File: config.mk
export PLATFORM = sky130hd
export DESIGN_NAME = aes_key_expand_ctrl
export DESIGN_NICKNAME = d
export VERILOG_FILES = /design/src/rtl/aes_key_expand_ctrl.sv
export SDC_FILE = /design/constraint.sdc
export NUM_CORES = 1
export LEC_CHECK = 0
export ABC_AREA = 1
export CAP_MARGIN = 20
export CELL_PAD_IN_SITES_DETAIL_PLACEMENT = 1
export CELL_PAD_IN_SITES_GLOBAL_PLACEMENT = 1
export CORE_MARGIN = 3
export CORE_UTILIZATION = 41
export CTS_BUF_LIST = sky130_fd_sc_hd__clkbuf_4
export DETAILED_ROUTE_END_ITERATION = 8
export GPL_TIMING_DRIVEN = 0
export PLACE_DENSITY_LB_ADDON = 0.1
export SLEW_MARGIN = 0
export SYNTH_ARGS = -nofsm -noshare
export SYNTH_HDL_FRONTEND = slang
export SYNTH_SLANG_ARGS = --single-unit
export TNS_END_PERCENT = 1
File: constraint.sdc
create_clock -name ClkxCI -period 2.3 [get_ports ClkxCI]
set_input_delay 0.46 -clock ClkxCI [delete_from_list [all_inputs] [get_ports ClkxCI]]
set_output_delay 0.46 -clock ClkxCI [all_outputs]
set_load 0.05 [all_outputs]
File: src/rtl/aes_key_expand_ctrl.sv
// Byte-serial AES-128 key-expansion controller driving an external 16-byte key shift register.
// Loads the cipher key, then computes one round key per NextRoundxSI request using a shared S-box.
module aes_key_expand_ctrl #(
  parameter int SBOX_LAT = 1,
  parameter int NROUNDS  = 10
) (
  input  logic       ClkxCI,
  input  logic       RstxBI,
  input  logic       StartxSI,
  input  logic [7:0] KeyBytexDI,
  input  logic       KeyValidxSI,
  input  logic       NextRoundxSI,
  input  logic [7:0] KeyRegOutxDI,
  input  logic [7:0] KeyRegToSboxxDI,
  input  logic [7:0] SboxOutxDI,
  output logic [7:0] KeyInxDO,
  output logic       KeySchedulexSO,
  output logic       ForthCyclexSO,
  output logic [7:0] SboxInxDO,
  output logic       SboxReqxSO,
  output logic [7:0] RconxDO,
  output logic [3:0] RoundxDO,
  output logic       BusyxSO,
  output logic       DonexSO
);

  typedef enum logic [2:0] {
    IDLE     = 3'd0,
    LOAD     = 3'd1,
    READY    = 3'd2,
    PREFETCH = 3'd3,
    WAIT     = 3'd4,
    EXPAND   = 3'd5,
    DONE     = 3'd6
  } state_t;

  localparam logic [3:0] WAIT_LAST  = 4'(SBOX_LAT - 1);
  localparam logic [3:0] ROUND_LAST = 4'(NROUNDS);

  function automatic logic [7:0] xtime(input logic [7:0] b);
    return {b[6:0], 1'b0} ^ (b[7] ? 8'h1b : 8'h00);
  endfunction

  state_t              state_q, state_d;
  logic [3:0]          cnt_q, cnt_d;
  logic [3:0]          round_q, round_d;
  logic [7:0]          rcon_q, rcon_d;
  logic [7:0]          sbuf_q [4];
  logic [7:0]          dly_q [4];
  logic [SBOX_LAT-1:0] req_pipe_q;
  logic [1:0]          cap_idx_q;

  assign RconxDO  = rcon_q;
  assign RoundxDO = round_q;

  // Next-state, counters and register-control outputs
  always_comb begin
    state_d        = state_q;
    cnt_d          = cnt_q;
    round_d        = round_q;
    rcon_d         = rcon_q;
    KeyInxDO       = 8'h00;
    KeySchedulexSO = 1'b1;
    ForthCyclexSO  = 1'b0;
    SboxInxDO      = 8'h00;
    SboxReqxSO     = 1'b0;
    BusyxSO        = 1'b0;
    DonexSO        = 1'b0;
    case (state_q)
      IDLE, DONE: begin
        DonexSO = (state_q == DONE);
        if (StartxSI) begin
          state_d = LOAD;
          cnt_d   = 4'd0;
          round_d = 4'd0;
          rcon_d  = 8'h01;
        end else begin
          state_d = state_q;
        end
      end
      LOAD: begin
        BusyxSO        = 1'b1;
        KeyInxDO       = KeyBytexDI;
        KeySchedulexSO = ~KeyValidxSI;
        if (KeyValidxSI) begin
          cnt_d = cnt_q + 4'd1;
          if (cnt_q == 4'd15) begin
            state_d = READY;
          end else begin
            state_d = LOAD;
          end
        end else begin
          cnt_d = cnt_q;
        end
      end
      READY: begin
        if (NextRoundxSI) begin
          state_d = PREFETCH;
          cnt_d   = 4'd0;
        end else begin
          state_d = READY;
        end
      end
      PREFETCH: begin
        // taps rows 1,2,3 of the last column, then row 0 via the alternate tap
        BusyxSO       = 1'b1;
        SboxReqxSO    = 1'b1;
        SboxInxDO     = KeyRegToSboxxDI;
        ForthCyclexSO = (cnt_q == 4'd3);
        cnt_d         = cnt_q + 4'd1;
        if (cnt_q == 4'd3) begin
          state_d = WAIT;
          cnt_d   = 4'd0;
        end else begin
          state_d = PREFETCH;
        end
      end
      WAIT: begin
        BusyxSO = 1'b1;
        cnt_d   = cnt_q + 4'd1;
        if (cnt_q == WAIT_LAST) begin
          state_d = EXPAND;
          cnt_d   = 4'd0;
        end else begin
          state_d = WAIT;
        end
      end
      EXPAND: begin
        BusyxSO        = 1'b1;
        KeySchedulexSO = 1'b0;
        if (cnt_q == 4'd0) begin
          KeyInxDO = KeyRegOutxDI ^ sbuf_q[0] ^ rcon_q;
        end else if (cnt_q < 4'd4) begin
          KeyInxDO = KeyRegOutxDI ^ sbuf_q[cnt_q[1:0]];
        end else begin
          KeyInxDO = KeyRegOutxDI ^ dly_q[0];
        end
        cnt_d = cnt_q + 4'd1;
        if (cnt_q == 4'd15) begin
          round_d = round_q + 4'd1;
          rcon_d  = xtime(rcon_q);
          state_d = (round_q + 4'd1 == ROUND_LAST) ? DONE : READY;
        end else begin
          state_d = EXPAND;
        end
      end
      default: begin
        state_d = IDLE;
      end
    endcase
  end

  // FSM state, byte counter, round counter and round constant
  always_ff @(posedge ClkxCI or negedge RstxBI) begin
    if (!RstxBI) begin
      state_q <= IDLE;
      cnt_q   <= 4'd0;
      round_q <= 4'd0;
      rcon_q  <= 8'h01;
    end else begin
      state_q <= state_d;
      cnt_q   <= cnt_d;
      round_q <= round_d;
      rcon_q  <= rcon_d;
    end
  end

  // S-box result capture and delay line of freshly emitted round-key bytes
  always_ff @(posedge ClkxCI or negedge RstxBI) begin
    if (!RstxBI) begin
      for (int i = 0; i < 4; i++) begin
        sbuf_q[i] <= 8'h00;
        dly_q[i]  <= 8'h00;
      end
      req_pipe_q <= '0;
      cap_idx_q  <= 2'd0;
    end else begin
      req_pipe_q <= SBOX_LAT'({req_pipe_q, SboxReqxSO});
      if (req_pipe_q[SBOX_LAT-1]) begin
        sbuf_q[cap_idx_q] <= SboxOutxDI;
        cap_idx_q         <= cap_idx_q + 2'd1;
      end else if (state_q == READY) begin
        cap_idx_q <= 2'd0;
      end
      if (state_q == EXPAND) begin
        dly_q[0] <= dly_q[1];
        dly_q[1] <= dly_q[2];
        dly_q[2] <= dly_q[3];
        dly_q[3] <= KeyInxDO;
      end
    end
  end

endmodule

Word-level counts from Yosys, hierarchy flattened

Index checks and enable logic that the tools add are counted.

Add/subtract/negate cells: 3
Magnitude comparators: 4
Eq/ne operators: 13
Multiplexer cells: 38
Bitwise operators: 8
Reduce and logical (&&, ||, !) cells: 11

Operator list:

| operator                                                        | number |
|---|---|
| 8-bit 2-to-1 mux                                                | 8 |
| 32-bit bitwise mux                                              | 1 |
| 8-bit case mux with 2 select lines                              | 2 |
| 8-bit bitwise XOR                                               | 4 |
| 4-bit 2-to-1 mux                                                | 6 |
| 4-bit case mux with 6 select lines                              | 1 |
| 3-bit case mux with 6 select lines                              | 1 |
| 8-bit binary-select mux with 2-bit select                       | 1 |
| 8-bit demux with 2-bit select                                   | 1 |
| 3-bit 2-to-1 mux                                                | 5 |
| 3-bit == test, second input constant                            | 3 |
| 4-bit by 1-bit adder with 4-bit output, second input constant   | 2 |
| 4-bit == test, second input constant                            | 2 |
| 2-bit != test, second input constant                            | 4 |
| 4-bit case mux with 2 select lines                              | 1 |
| 8-bit by 5-bit bitwise XOR with 8-bit output                    | 1 |
| 3-bit by 2-bit == test with 1-bit output, second input constant | 2 |
| 3-bit greater-or-equal comparator, second input constant        | 2 |
| 1-bit 2-to-1 mux                                                | 6 |
| 2-bit 2-to-1 mux                                                | 3 |
| 2-bit inverter with 3-bit output                                | 2 |
| 6-bit nonzero test                                              | 1 |
| 5-bit 2-to-1 mux                                                | 1 |
| 4-bit by 2-bit == test with 1-bit output, second input constant | 1 |
| 15 further kinds                                                | 16 |

Register bits: 86
Input port bits: 37
Output and inout bits: 33

Logic depth before layout (Yosys ltp)

Gate-level depths: netlist (run 1).

Word-level depth: 8
Mapped depth: 12

Least setup slack after synthesis (run 1)

No wires, ideal clock.

Path type: register to output
Start: register state_q[1]
End: output ForthCyclexSO
Arrival: 2415 ps
Path slack: -575 ps
Cell stages (with the launch flop): 5
Cells stage by stage: dfrtp_1 > nand2_1 > nor2_1 > clkinv_1 > nor2_1

Longest elaborated chain between the ends: 2

RTL lines:

| what                                     | RTL line | RTL |
|---|---|---|
| start, declared                          | 44       | `state_t state_q, state_d;` |
| start signal, assigned                   | 161      | `state_q <= state_d;` |
| 3-bit by 2-bit == test with 1-bit output | 69       | `case (state_q)` |
| 1-bit 2-to-1 mux                         | 69       |  |
| end, declared                            | 18       | `output logic ForthCyclexSO,` |

No other way between the ends.

Final worst setup path (run 1)

Start: register cnt_q[0]
End: output KeyInxDO[6]

Longest elaborated chain between the ends: 8

RTL lines:

| what                                                   | RTL line | RTL |
|---|---|---|
| start, declared                                        | 45       | `logic [3:0] cnt_q, cnt_d;` |
| start signal, assigned                                 | 162      | `cnt_q <= cnt_d;` |
| 2-bit inverter with 3-bit output (implied by the code) | 134      | `KeyInxDO = KeyRegOutxDI ^ sbuf_q[cnt_q[1:0]];` |
| 8-bit binary-select mux with 2-bit select              | 134      |  |
| 8-bit 2-to-1 mux (implied by the code) (2 in a row)    | 134      |  |
| 8-bit bitwise XOR                                      | 134      |  |
| 8-bit 2-to-1 mux                                       | 133      | `end else if (cnt_q < 4'd4) begin` |
| 8-bit 2-to-1 mux *                                     | 131      | `if (cnt_q == 4'd0) begin` |
| 8-bit case mux with 2 select lines *                   | 69       |  |
| end, declared                                          | 16       | `output logic [7:0] KeyInxDO,` |

Every way passes the cells marked *; elsewhere a longest branch is shown, timed or not. The select of a mux whose other input is x is not followed.

==> results.yml, run 1 <==
outcome:
  outcome: "complete, but fails checks"
  failed_checks: "negative setup slack"
route:
  first_iter_violations: 202
  drc: 0
  routed_via_density: 5.18
  routedWlPerCell_um: 17.9
  drt_wl_total_um: 16200
  highest_layer: "met4"
  vias: 4677
  dr_wl_met2_um: 8420
  wl_met1_um: 6750
  ant_nets: 0
  dr.pass1.iters: 4
  wl_met3_um: 618
finish:
  final_common_cell: "nand2_1"
  design_area_sq_um: 6820
  n_antenna_cell: 0
  num-nets-final: 803
  mostFrequentLayoutCells: "nand2_1, dfrtp_1, inv_1, clkdlybuf4s50_1, o21ai_0"
  drive_gt1_share_pct: 29.8
  area_growth_pct: 47.9
global_routing:
  grt_first_pass_wirelength_um: 25100
  grt_start_max_net_pins: 56
  grt_pass1_vias: 5209
  grtUsageTotal_pct: 24.9
  antenna_found_initial: 0
  grt-ovfl-total: 0
clock_network:
  clock_sinks: 86
  worstSkewPairLatency_ns: 0.47
  clk_path_buf_depth: 2
  cts-root-buf: "clkbuf_4"
  tritoncts.num_buffers: 9
  clkTransAtPathRegs_ns: 0.15
  h-tree-depth: 3
  cts_tree: "done"
floorplanning:
  die_area_sq_um: 12600
  die_h_um: 112
  rows: 38
  core_sq_um: 10900
  start_util_pct: 42.2
  ios: 70
  die_w_um: 112
sta:
  slew_headroom_pct: 64.8
  min_period_ns: 2.56
  rsz0062_at_grt: "yes"
  timing.fmax_mhz: 391
  timing.final.ws_setup_ns: -0.256
  fin_crit_sh_pct: 111
  finalHoldViolations: 0
  fin_skew_ns: 0.0234
  tightest_slew_ns: 0.528
  maxSlewViolCount: 0
  fin_setup_tns_ns: -1.91
  hold_ws_ns: 0.480
  finalSetupViolations: 11
setup_path:
  cp-end-kind: "output pin"
  crit_path_start_kind: "register"
  cp_data_required_time_ns: 1.84
  crit_fanout: 7
  crit_type: "reg -> out"
  worstPathArrival_ns: 2.10
min_path:
  worstHoldPathType: "in -> async"
power_and_ir_drop:
  ir_drop_mv: 0.808
  leakagePower_uw: 0.00371
  p_per_area_nw_per_um2: 1000
placement:
  postPlaceCellArea_sq_um: 5550
  place_congestion: 0.872
  dpl.hpwl_um: 10000
  io_buffers: 69
  place_ws_ns: -1.04
synth:
  synth_cells: 624
  synth_fp_nets: 669
  ys_types: 30
  ys_seq_elements: 86
  synth_warnings: 0
  ys_seq_area_share_pct: 46.7
  syn_area_per_cell_sq_um: 7.39
  synthesis.area_sq_um: 4610
job:
  cap_violations: 0
[registers in the layout (all words and copies together) (netlist names)]
signal	cells
dly_q	32
sbuf_q	32
RconxDO	8
RoundxDO	4
cnt_q	4
state_q	3
cap_idx_q	2
req_pipe_q	1
[per-stage QoR]
stage          cells  total power [uW]  utilization (%)
6_report         903              6830             62.3
5_1_grt          903              7220             62.3
4_1_cts          899              6280             58.5
3_5_place_dp     834              4440             50.8
3_3_place_gp     833              4340             50.5
2_1_floorplan    624              3650                -
[synthesized netlist by cell type]
library cell | number | share of area, %
buf_6 | 1 | 0.24
inv_1 | 69 | 5.6
nor2_2 | 2 | 0.27
a21oi_1 | 9 | 0.98
buf_1 | 3 | 0.24
nor3_1 | 2 | 0.22
nand3_1 | 60 | 6.5
o21ai_1 | 1 | 0.11
o22ai_1 | 1 | 0.14
inv_2 | 6 | 0.49
xnor2_1 | 9 | 1.7
nor2_4 | 3 | 0.73
clkinv_1 | 3 | 0.24
buf_2 | 4 | 0.43
xor2_1 | 13 | 2.5
nand3_2 | 1 | 0.22
nand2_1 | 252 | 21
dfrtp_1 | 85 | 46
nor2_1 | 21 | 1.7
clkbuf_1 | 11 | 0.90
nand2_4 | 1 | 0.24
o21a_1 | 1 | 0.16
ha_1 | 8 | 2.2
or2_2 | 9 | 1.2
dfstp_2 | 1 | 0.57
nor2_8 | 1 | 0.43
o21ai_0 | 41 | 4.5
inv_4 | 1 | 0.14
nand2_2 | 4 | 0.54
nand3b_1 | 1 | 0.16
[timing repair]
action | in CTS | in global routing
hold buffers | 1 | 0
setup buffers | 45 | 7
resized for setup | 200 | 105
setup endpoints to repair | 23 | 25
endpoints found under the hold margin | 31 | 0
pin swaps | 39 | 34
gates cloned | 3 | 0
[path summary, 6_finish.rpt]
kind                                             from                endpoint  slack [ns]  cells after the start
worst max-delay path             cnt_q[0]$_DFFE_PN0P_             KeyInxDO[6]       -0.26                     10
worst min register to register  dly_q[10]$_DFFE_PN0P_   dly_q[10]$_DFFE_PN0P_        0.49                      2
max in group asynchronous                      RstxBI  RconxDO[0]$_DFFE_PN1P_        1.13                      3
worst min-delay path                           RstxBI  sbuf_q[15]$_DFFE_PN0P_        0.48                      2
worst max register to register   cnt_q[0]$_DFFE_PN0P_    dly_q[4]$_DFFE_PN0P_       -0.03                     17
min in group ClkxCI             dly_q[10]$_DFFE_PN0P_   dly_q[10]$_DFFE_PN0P_        0.49                      2
[layout make-up]
class	count	area (sq um)
flip-flops and latches	86	2160
clock inverters	4	71.3
clock buffers	12	90.1
inverters	79	339
repair buffers	122	1300
well taps	140	175
multi-input cells	440	2540
repair inverters	1	11.3
fillers	1284	4120
plain buffers	19	131
[layer usage]
layer | global-route usage, % | vias up
met5 | 0 | -
met4 | 9.21 | 0
met3 | 3.07 | 28
met2 | 44.0 | 111
met1 | 31.3 | 2347
li1 | - | 2191
[cells by family (layout without fill, tap and decap cells)]
| logic type | count (synthesis) | in the layout | share of synthesized area [%] |
|---|---|---|---|
| compound gates | 53 | 53 | 5.84 |
| flops | 86 | 86 | 46.7 |
| simple gates | 357 | 357 | 32.8 |
| xor+xnor | 22 | 22 | 4.18 |
| fa+ha+maj | 8 | 8 | 2.17 |
| buf+inv | 98 | 237 | 8.31 |
[critical path, stage by stage (launching register included)]
cell,delay [ns]
dfrtp_1,0.39
buf_6,0.14
clkinv_8,0.07
buf_8,0.14
ha_4,0.17
nand2_8,0.13
clkinv_8,0.10
a21oi_4,0.16
nand2_2,0.09
nand2_2,0.07
buf_6,0.15
[power breakdown]
part	switching (uW)	total (uW)	internal (uW)
clock	540	1010	475
combinational	2230	3750	1520
sequential	239	2060	1820
total	3010	6830	3820
(Power assumes the default switching activity.)
==> run 2, diff against run 1 <==
--- a/config.mk
+++ b/config.mk
@@ -10,11 +10,12 @@
 export CELL_PAD_IN_SITES_DETAIL_PLACEMENT = 1
 export CELL_PAD_IN_SITES_GLOBAL_PLACEMENT = 1
 export CORE_MARGIN = 3
-export CORE_UTILIZATION = 41
+export CORE_UTILIZATION = 44
 export CTS_BUF_LIST = sky130_fd_sc_hd__clkbuf_4
 export DETAILED_ROUTE_END_ITERATION = 8
 export GPL_TIMING_DRIVEN = 0
 export PLACE_DENSITY_LB_ADDON = 0.1
+export RECOVER_POWER = 100
 export SLEW_MARGIN = 0
 export SYNTH_ARGS = -nofsm -noshare
 export SYNTH_HDL_FRONTEND = slang
==> constraint.sdc (replaced) <==
create_clock -name ClkxCI -period 3.16 [get_ports ClkxCI]
set_input_delay 0.632 -clock ClkxCI [delete_from_list [all_inputs] [get_ports ClkxCI]]
set_output_delay 0.632 -clock ClkxCI [all_outputs]
set_load 0.05 [all_outputs]
==> run 2 against run 1 <==
Total power down 42%. Cell count down 6.6%. Highest routed layer unchanged. Cell area down 17%. The run ends with max-capacitance violations, max-slew violations left. Non-clock buffer count down 52.
==> results.yml, run 2 (synthesized netlist as in run 1, its figures left out) <==
clock_network:
  clk_path_buf_depth: 2
  clkTransAtPathRegs_ns: 0.14
  worstSkewPairLatency_ns: 0.46
  cts-root-buf: "clkbuf_4"
  ctsHoldBuffers: 0
  cts_tree: "done"
  tritoncts.num_buffers: 9
  h-tree-depth: 3
  clock_sinks: 86
placement:
  io_buffers: 69
  place_congestion: 0.865
  place_ws_ns: -0.391
  dpl.hpwl_um: 10000
sta:
  hold_ws_ns: 0.499
  min_period_ns: 2.99
  timing.fmax_mhz: 335
  fin_crit_sh_pct: 94.6
  tightest_slew_ns: 1.86
  maxSlewViolCount: 31
  timing.final.ws_setup_ns: 0.172
  fin_skew_ns: 0.0153
  finalSetupViolations: 0
  rsz0062_at_grt: "yes"
  slew_headroom_pct: -24.1
  finalHoldViolations: 0
power_and_ir_drop:
  p_clk_share_pct: 18.5
  leakagePower_uw: 0.00320
  comb_power_share_pct: 44.2
  swShare_pct: 44.2
  p_per_area_nw_per_um2: 704
  seqPwrFrac_pct: 37.3
  p_sw_uw: 1760
  intPower_uw: 2220
  finalPower_uw: 3980
  ir_drop_mv: 0.555
floorplanning:
  ios: 70
  start_util_pct: 46.1
  die_h_um: 108
  rows: 36
  core_sq_um: 10000
  die_area_sq_um: 11700
  die_w_um: 108
min_path:
  worstHoldPathType: "reg -> reg"
finish:
  drive_gt1_share_pct: 8.17
  mostFrequentLayoutCells: "nand2_1, dfrtp_1, inv_1, nand3_1, clkdlybuf4s50_1"
  n_antenna_cell: 0
  area_growth_pct: 22.6
  num-nets-final: 750
  final_common_cell: "nand2_1"
setup_path:
  cp-end-kind: "output pin"
  worstPathArrival_ns: 2.36
  crit_path_start_kind: "register"
  cp_data_required_time_ns: 2.53
  crit_fanout: 10
  crit_type: "reg -> out"
job:
  cap_violations: 1
route:
  drc: 0
  drt_wl_total_um: 13000
  dr.pass1.iters: 4
  routedWlPerCell_um: 15.5
  routed_via_density: 5.06
  ant_nets: 0
  vias: 4268
  first_iter_violations: 125
global_routing:
  grt_start_max_net_pins: 57
  grt_pass1_vias: 4661
  grt_first_pass_wirelength_um: 21900
  antenna_found_initial: 0
  grt-ovfl-total: 0
  grtUsageTotal_pct: 23.9
outcome:
  outcome: "complete, but fails checks"
  failed_checks: "max-capacitance violations, max-slew violations"
run 2: critical path, cell delays in order, from the launching register on:
cell and delay, ns:
dfrtp_1 0.43, buf_6 0.15, inv_2 0.15, buf_4 0.21, ha_1 0.23, nand2_4 0.14
inv_8 0.12, a21oi_1 0.07, nand2_1 0.14, nand2_1 0.08, buf_4 0.19
run 2: timing repair:
| item | CTS | global route |
|---|---|---|
| buffers inserted | 0 | 0 |
| resized for setup | 61 | 11 |
| endpoints found under the setup margin | 17 | 10 |
run 2: cell type report:
class | count | area, sq um
Fill cell | 1318 | 4350
Sequential cell | 86 | 2150
Multi-Input combinational cell | 440 | 2080
Timing Repair Buffer | 70 | 691
Inverter | 79 | 307
Tap cell | 133 | 166
Buffer | 19 | 92.6
Clock inverter | 6 | 86.3
Clock buffer | 10 | 75.1
run 2: per-layer routing:
metal / track usage [%] / vias up / part of all wire, %
met4: 6.31 / 0 / 1.6
met5: 0 / - / 0
met2: 42.5 / 88 / 50
met3: 5.85 / 18 / 4.7
met1: 29.0 / 2087 / 43
li1: - / 2075 / -
run 2: final timing paths:
| path | start | endpoint | slack (ns) | cells after the start |
|---|---|---|---|---|
| max in group asynchronous | RstxBI | RconxDO[0]$_DFFE_PN1P_ | 1.41 | 2 |
| worst min-delay path | dly_q[16]$_DFFE_PN0P_ | dly_q[16]$_DFFE_PN0P_ | 0.50 | 2 |
| min in group asynchronous | RstxBI | sbuf_q[13]$_DFFE_PN0P_ | 0.66 | 1 |
| worst max register to register | cnt_q[0]$_DFFE_PN0P_ | cnt_q[3]$_DFFE_PN0P_ | 1.25 | 11 |
| worst min register to register | dly_q[16]$_DFFE_PN0P_ | dly_q[16]$_DFFE_PN0P_ | 0.50 | 2 |
| worst max-delay path | cnt_q[0]$_DFFE_PN0P_ | KeyInxDO[0] | 0.17 | 10 |
run 2: power groups by stage:
stage	combinational [uW]	sequential, uW	clock, uW
final	1760	1490	735
after global routing	1960	1520	811
after CTS	1750	1490	748
after detailed placement	1730	1510	0
after global placement	1650	1490	0
after floorplan	1160	1490	0
run 2: through the flow:
step	setup TNS, ns	instance area (sq um)	utilization [%]	cells
6_report	0	5650	56.5	843
5_1_grt	-0.00182	5650	56.5	843
4_1_cts	0	5630	56.3	843
3_5_place_dp	-2.90	5490	54.9	827
3_3_place_gp	-152.99	5470	54.7	826
2_1_floorplan	0	4610	-	624
==> run 3, diff against run 2 <==
--- a/config.mk
+++ b/config.mk
@@ -14,7 +14,7 @@
 export CTS_BUF_LIST = sky130_fd_sc_hd__clkbuf_4
 export DETAILED_ROUTE_END_ITERATION = 8
 export GPL_TIMING_DRIVEN = 0
-export PLACE_DENSITY_LB_ADDON = 0.1
+export PLACE_DENSITY = 0.93
 export RECOVER_POWER = 100
 export SLEW_MARGIN = 0
 export SYNTH_ARGS = -nofsm -noshare
==> run 3 against run 2 <==
The run still ends with max-capacitance violations, max-slew violations left. Total power is 1.7% lower. Worst hold slack worse by 0.0034 ns. Register-to-register slack better by 0.02 ns. Cell area is 0.55% lower. Critical path type unchanged. Critical endpoint is now KeyInxDO[4]. Largest power group unchanged.
==> results.yml, run 3 (synthesized netlist as in run 1, its figures left out) <==
outcome:
  outcome: "complete, but fails checks"
  failed_checks: "max-capacitance violations, max-slew violations"
floorplanning:
  rows: 36
  die_h_um: 108
  die_w_um: 108
  core_sq_um: 10000
  die_area_sq_um: 11700
  ios: 70
  start_util_pct: 46.1
power_and_ir_drop:
  p_sw_uw: 1790
  intPower_uw: 2120
  p_clk_share_pct: 16.9
  swShare_pct: 45.8
  seqPwrFrac_pct: 38.0
  comb_power_share_pct: 45.1
  finalPower_uw: 3910
  p_per_area_nw_per_um2: 696
  ir_drop_mv: 0.451
  leakagePower_uw: 0.00318
finish:
  drive_gt1_share_pct: 8.17
  mostFrequentLayoutCells: "nand2_1, dfrtp_1, inv_1, nand3_1, clkdlybuf4s50_1"
  multi_input_area_sq_um: 2080
  num-nets-final: 750
  area_growth_pct: 21.9
  seq_area_sq_um: 2150
  final_common_cell: "nand2_1"
  n_antenna_cell: 0
  nFillCells: 1299
sta:
  fin_setup_tns_ns: 0
  tightest_slew_ns: 2.14
  maxSlewViolCount: 37
  fin_skew_ns: 0.0185
  min_period_ns: 3.05
  rsz0062_at_grt: "yes"
  timing.final.ws_setup_ns: 0.115
  slew_headroom_pct: -42.5
  fin_crit_sh_pct: 96.4
  timing.fmax_mhz: 328
  finalSetupViolations: 0
  hold_ws_ns: 0.496
  finalHoldViolations: 0
placement:
  place_congestion: 0.847
  io_buffers: 69
  place_ws_ns: -0.395
  dpl.hpwl_um: 10400
clock_network:
  ctsHoldBuffers: 0
  h-tree-depth: 3
  clock_sinks: 86
  clkTransAtPathRegs_ns: 0.14
  clk_path_buf_depth: 2
  cts-root-buf: "clkbuf_4"
  cts_tree: "done"
  tritoncts.num_buffers: 9
  worstSkewPairLatency_ns: 0.47
route:
  first_iter_violations: 207
  ant_nets: 0
  routedWlPerCell_um: 16.3
  dr.pass1.iters: 4
  drc: 0
  drt_wl_total_um: 13700
  vias: 4393
  routed_via_density: 5.21
setup_path:
  crit_type: "reg -> out"
  worstPathArrival_ns: 2.41
  crit_path_top_delay_cell: "dfrtp_1"
  cp_data_required_time_ns: 2.53
  cp_cell_sequence: "buf_6, inv_2, buf_4, ha_1, nand2_4, inv_8, a21oi_1, nand2_1, nand2_1, buf_4"
  crit_fanout: 10
  max_stage_delay_ns: 0.41
  cp-end-kind: "output pin"
  crit_path_start_kind: "register"
job:
  cap_violations: 1
global_routing:
  grt_start_max_net_pins: 51
  grtUsageTotal_pct: 24.7
  grt_first_pass_wirelength_um: 22600
  antenna_found_initial: 0
  grt_pass1_vias: 4784
  grt-ovfl-total: 0
min_path:
  worstHoldPathType: "reg -> reg"
run 3: final timing paths:
kind,cells past startpoint,startpoint,to,slack (ns)
max,10,cnt_q[0]$_DFFE_PN0P_,KeyInxDO[4],0.11
min,2,dly_q[8]$_DFFE_PN0P_,dly_q[8]$_DFFE_PN0P_,0.50
max reg2reg,11,cnt_q[0]$_DFFE_PN0P_,cnt_q[0]$_DFFE_PN0P_,1.27
min reg2reg,2,dly_q[8]$_DFFE_PN0P_,dly_q[8]$_DFFE_PN0P_,0.50
max in group asynchronous,1,RstxBI,state_q[0]$_DFFE_PN0P_,1.18
min in group asynchronous,1,RstxBI,dly_q[14]$_DFFE_PN0P_,0.76
run 3: per-stage QoR:
stage | instances | area [sq um] | utilization, %
2_1_floorplan | 624 | 4610 | -
3_3_place_gp | 826 | 5470 | 54.7
4_1_cts | 843 | 5610 | 56.1
6_report | 843 | 5620 | 56.2
3_5_place_dp | 827 | 5490 | 54.9
5_1_grt | 843 | 5620 | 56.2
run 3: layer usage:
metal	routed length [um]	track usage, %	share of wire (%)
met4	297	9.74	2.2
met1	5900	31.0	43
met5	0	0	0
met3	676	4.66	4.9
met2	6870	42.2	50
run 3: layout make-up:
type | instances | area share, %
clock inverters | 7 | 1.34
inverters | 79 | 5.45
repair buffers | 70 | 12.1
clock buffers | 9 | 1.20
plain buffers | 19 | 1.65
flip-flops and latches | 86 | 38.3
multi-input cells | 440 | 37.0
well taps | 133 | 2.96
run 3: power groups by stage:
stage / Combinational (uW) / Sequential (uW) / Clock (uW)
detailed placement: 1730 / 1510 / 0
floorplan: 1160 / 1490 / 0
global placement: 1630 / 1490 / 0
finish: 1760 / 1490 / 661
global route: 1940 / 1520 / 715
CTS: 1750 / 1490 / 663
run 3: worst max-delay path, delay by kind of cell (launching register included):
kind	cells	cell delay (ns)
compound gates	1	0.20
fa+ha+maj	1	0.24
buf+inv	5	0.69
flops	1	0.41
simple gates	3	0.40
run 3: what timing repair did:
action	in CTS	in global routing
setup endpoints to repair	17	10
pin swaps	0	0
hold endpoints to repair	0	0
setup buffers	0	0
gates resized for setup	57	13
==> edit 1 (config.mk and constraints of run 1) <==
`NROUNDS`: 10 -> 5.
--- a/src/rtl/aes_key_expand_ctrl.sv
+++ b/src/rtl/aes_key_expand_ctrl.sv
@@ -4,3 +4,3 @@
   parameter int SBOX_LAT = 1,
-  parameter int NROUNDS  = 10
+  parameter int NROUNDS  = 5
 ) (
Formal check against the unedited RTL: same outputs for any inputs over 10 cycles, from zero or initial values and one cycle with RstxBI low; that may be too few to reach the edited logic, so the function may still have changed.
==> edit 1 against run 1 <==
Sequential cell count did not move. Total power shrank 10%. Maximum frequency is essentially flat. First-iteration DRC count shrank 39%. Register-to-register slack better by 0.31 ns. The run still ends with setup timing left. Sequential share of layout area rose by 4.2 points. Critical path type unchanged. Clock power is 15% lower. Wire length fell by 13%. Synthesized area increased by 0.95%. Design area down 12%. Die area increased by 0.90%. Largest power group unchanged. Via count fell by 4.7%. Worst setup slack is essentially flat.
==> edit 1: results (changes against run 1) <==
Pwr
  – P_clk: 0.857 mW (-15%)
  – Net Switching: 2.75 mW (-8.5%)
  – Worst vdd ir: 0.569 mV (-30%)
  – Pleak: 3.34 nW (-10%)
  – Seq power: 2.10 mW (+2%)

GRT
  – Pin count of the biggest net entering global routing: 52 (-7.1%)
  – First-pass GRT wire length: 23.6 mm (-5.8%)
  – Total GRT Usage: 23.2% (-1.7 points)
  – Vias in the first global route: 4863 (-6.6%)

Worst setup path
  – Crit-path max FO: 6 (-1)
  – FF-to-FF End: cnt_q[0]$_DFFE_PN0P_
  – R2R Setup Slk: 0.28 ns (+0.31 ns)
  – Crit path to: KeyInxDO[0]

Route
  – Routed vias: 4455 (-4.7%)
  – Met3 wire len: 486 um (-21%)
  – Detailed Route WL: 14.0 mm (-13%)
  – Met2 Wirelength: 7.02 mm (-17%)
  – Pre-antenna DRT Iters: 4 (unchanged)
  – DR iter-0 viols: 124 (-39%)
  – Drt wl/cell: 16.0 um (-10%)

STA
  – Setup ws final: -0.256 ns (+0.0000940 ns)
  – Total negative slack: -1.64 ns (+0.274 ns)
  – Slew margin rel.: 65.1% (+0.25 points)
  – Setup Skew: 0.0191 ns (-0.00427 ns)
  – Worst hold slack: 0.489 ns (+0.00871 ns)
  – Setup violators final: 8 (-3)

Layout
  – Nonclk inv count: 78 (-2.5%)
  – Area of the multi-input gates: 0.00222 mm^2 (-13%)
  – Nets: 775 (-3.5%)
  – ClkCell Share: 2.01% (-0.35 points)
  – CLK BUF: 9 (-3)
  – Finished Cell Area: 0.00602 mm^2 (-12%)
  – #MultiIn Comb: 442 (+0.45%)
  – NonClk Buf Share: 17.2% (-3.8 points)
  – Share of layout cells above drive strength 1: 17.2% (-13 points)
  – Fillers: 1380 (+7.5%)

Synth
  – Register area share after synthesis: 46.3% (-0.44 points)
  – Ranking of synthesized cells by area: dfrtp_1, nand2_1, nand3_1, inv_1, o21ai_0
  – Most instantiated cells after synthesis: nand2_1, dfrtp_1, inv_1, nand3_1, o21ai_0
  – Count of cell types in the netlist: 31 (+3.3%)

Hold path
  – WHS Path Cells: 2
  – Min-Delay Path Class: register to register

Place
  – RePlAce Congestion: 0.835 (-4.2%)
  – DP Area: 0.00555 mm^2 (about the same)
  – DP Wirelength: 9.96 mm (-0.65%)

Run status
  – Status: finished, violations left
  – Failing checks: setup timing

Die
  – Die width: 113 um (+0.45%)
[edit 1: timing repair]
item                                   4_1_cts  5_1_grt
setup endpoints to repair                   23       23
endpoints found under the hold margin       35        0
hold buffers                                 1        0
gates cloned                                 1        0
setup buffers                               20        3
resized for setup                          160       27
pin swaps                                   11        5
[edit 1: layer usage]
metal | up-vias | GRT usage, %
li1 | 2137 | -
met1 | 2220 | 29.5
met2 | 86 | 39.8
met3 | 12 | 4.04
met4 | 0 | 8.01
met5 | - | 0
[edit 1: kinds of logic (layout without fill, tap and decap cells)]
kind of cell	after synthesis	count (layout)	share of synthesized area, %
flops	86	86	46.3
simple gates	349	349	31.6
compound gates	62	62	7.42
buf+inv	96	206	8.17
fa+ha+maj	8	8	2.15
xor+xnor	23	23	4.33
==> edit 2 (settings of run 1) <==
Without the edit above. Register the input `KeyRegToSboxxDI` before use, without a reset. The logic sees it one clock later. The other inputs are not delayed to match.
--- a/src/rtl/aes_key_expand_ctrl.sv
+++ b/src/rtl/aes_key_expand_ctrl.sv
@@ -39,2 +39,8 @@
 
+  logic [7:0] KeyRegToSboxxDI_q;
+
+  always_ff @(posedge ClkxCI) begin
+    KeyRegToSboxxDI_q <= KeyRegToSboxxDI;
+  end
+
   function automatic logic [7:0] xtime(input logic [7:0] b);
@@ -107,3 +113,3 @@
         SboxReqxSO    = 1'b1;
-        SboxInxDO     = KeyRegToSboxxDI;
+        SboxInxDO     = KeyRegToSboxxDI_q;
         ForthCyclexSO = (cnt_q == 4'd3);
Check against the original RTL: same outputs for any inputs over 10 cycles, from zero or initial values and one cycle with RstxBI low; that may be too few to reach the edited logic, so the function may still have changed.
==> edit 2 against run 1 <==
The run still ends with setup timing left. Critical path type unchanged. Design area decreased by 7.2%. Non-clock buffer count decreased by 40. Sequential share of layout area increased by 5.0 points. Via count decreased by 3.4%. Critical path depth unchanged. Highest routed layer unchanged. Maximum frequency increased by 2.9%. Worst setup slack improved by 0.072 ns. Count of clock-buffer cells in the layout decreased by 3. Clock skew decreased by 0.0088 ns. Wire length decreased by 15%. Critical endpoint is now KeyInxDO[1]. Largest cell class unchanged. Sequential cell count increased by 8. Synthesized area increased by 5.8%. Total power decreased by 19%.
==> edit 2: results (changes against run 1) <==
Run status
  – Status: finished, violations left
  – Failing checks: setup timing

Pwr
  – Net Switching: 2.29 mW (-24%)
  – Pleak: 3.53 nW (-5.0%)
  – Worst vdd ir: 0.479 mV (-41%)
  – Seq pwr share: 38.6% (+8.4 points)

Synth
  – Most instantiated cells after synthesis: nand2_1, dfrtp_1, inv_1, nand3_1, o21ai_0
  – Count of cell types in the netlist: 36 (+20%)
  – Post-synth ARST share: 91.5% (-8.5 points)

Worst setup path
  – Reg2reg path depth: 5 (-12)
  – Critical Path AT: 2.02 ns (-0.08 ns)
  – Crit-path max FO: 10 (+3)
  – Crit Reg-Reg Startpoint: cap_idx_q[0]$_DFFE_PN0P_

Route
  – Metal1 wirelength: 6.23 mm (-7.6%)
  – Drt wl/cell: 15.5 um (-14%)
  – Met3 wire len: 493 um (-20%)

GRT
  – First-pass GRT wire length: 22.7 mm (-9.5%)
  – Met3 Usage GRT: 3.11% (+0.032 points)
  – Total GRT Usage: 21.6% (-3.2 points)
  – M2 GR Usage: 36.5% (-7.5 points)
  – Vias in the first global route: 4807 (-7.7%)

Place
  – DP Area: 0.00577 mm^2 (+3.9%)
  – RePlAce Congestion: 0.836 (-4.1%)

STA
  – Setup ws final: -0.183 ns (+0.0724 ns)
  – Setup violators final: 9 (-2)
  – Worst slew pin tran: 0.504 ns (-0.0239 ns)
-- edit 2: kinds of logic after synthesis --
logic type | synth area share [%]
AOI/OAI and AO/OA | 6.72
buffers and inverters | 8.29
DFF | 47.4
xor gates and xnor gates | 3.23
and+or+nand+nor | 32.0
adders and majority gates | 2.31
-- edit 2: timing repair --
item / CTS / global route
hold buffers: 1 / 0
endpoints found under the hold margin: 34 / 0
setup buffers: 8 / 3
endpoints found under the setup margin: 25 / 22
gates cloned: 0 / 2
resized for setup: 152 / 58
pin swaps: 9 / 16
-- edit 2: metrics by stage --
| step | std cells | total power, mW | setup TNS (ns) | util (%) | hold slack (ns) |
|---|---|---|---|---|---|
| finish | 887 | 5.54 | -1.38 | 54.9 | 0.426 |
| global route | 887 | 5.96 | -2.82 | 54.9 | 0.389 |
| CTS | 882 | 5.30 | -1.67 | 52.5 | 0.394 |
| detailed placement | 857 | 4.08 | -7.21 | 50.1 | 0.457 |
| global placement | 856 | 3.99 | -214.60 | 49.9 | 0.452 |
| floorplan | 644 | 3.44 | 0 | - | 0.164 |
-- edit 2: worst max-delay path: cells and delay by family, from the launching register on --
| family | cells | cell delay, ns |
|---|---|---|
| buffers and inverters | 5 | 0.58 |
| flip-flops | 1 | 0.39 |
| AND/OR/NAND/NOR | 3 | 0.27 |
| adder cells (fa/ha/maj) | 1 | 0.17 |
| AO/OA/AOI/OAI | 1 | 0.15 |
-- edit 2: layout make-up --
class / count / area (um^2)
Timing Repair Buffer: 83 / 831
Sequential cell: 94 / 2320
Clock buffer: 9 / 67.6
Fill cell: 1429 / 5190
Timing Repair inverter: 1 / 8.76
Multi-Input combinational cell: 450 / 2380
Inverter: 82 / 332
Tap cell: 143 / 179
Buffer: 18 / 140
Clock inverter: 7 / 65.1
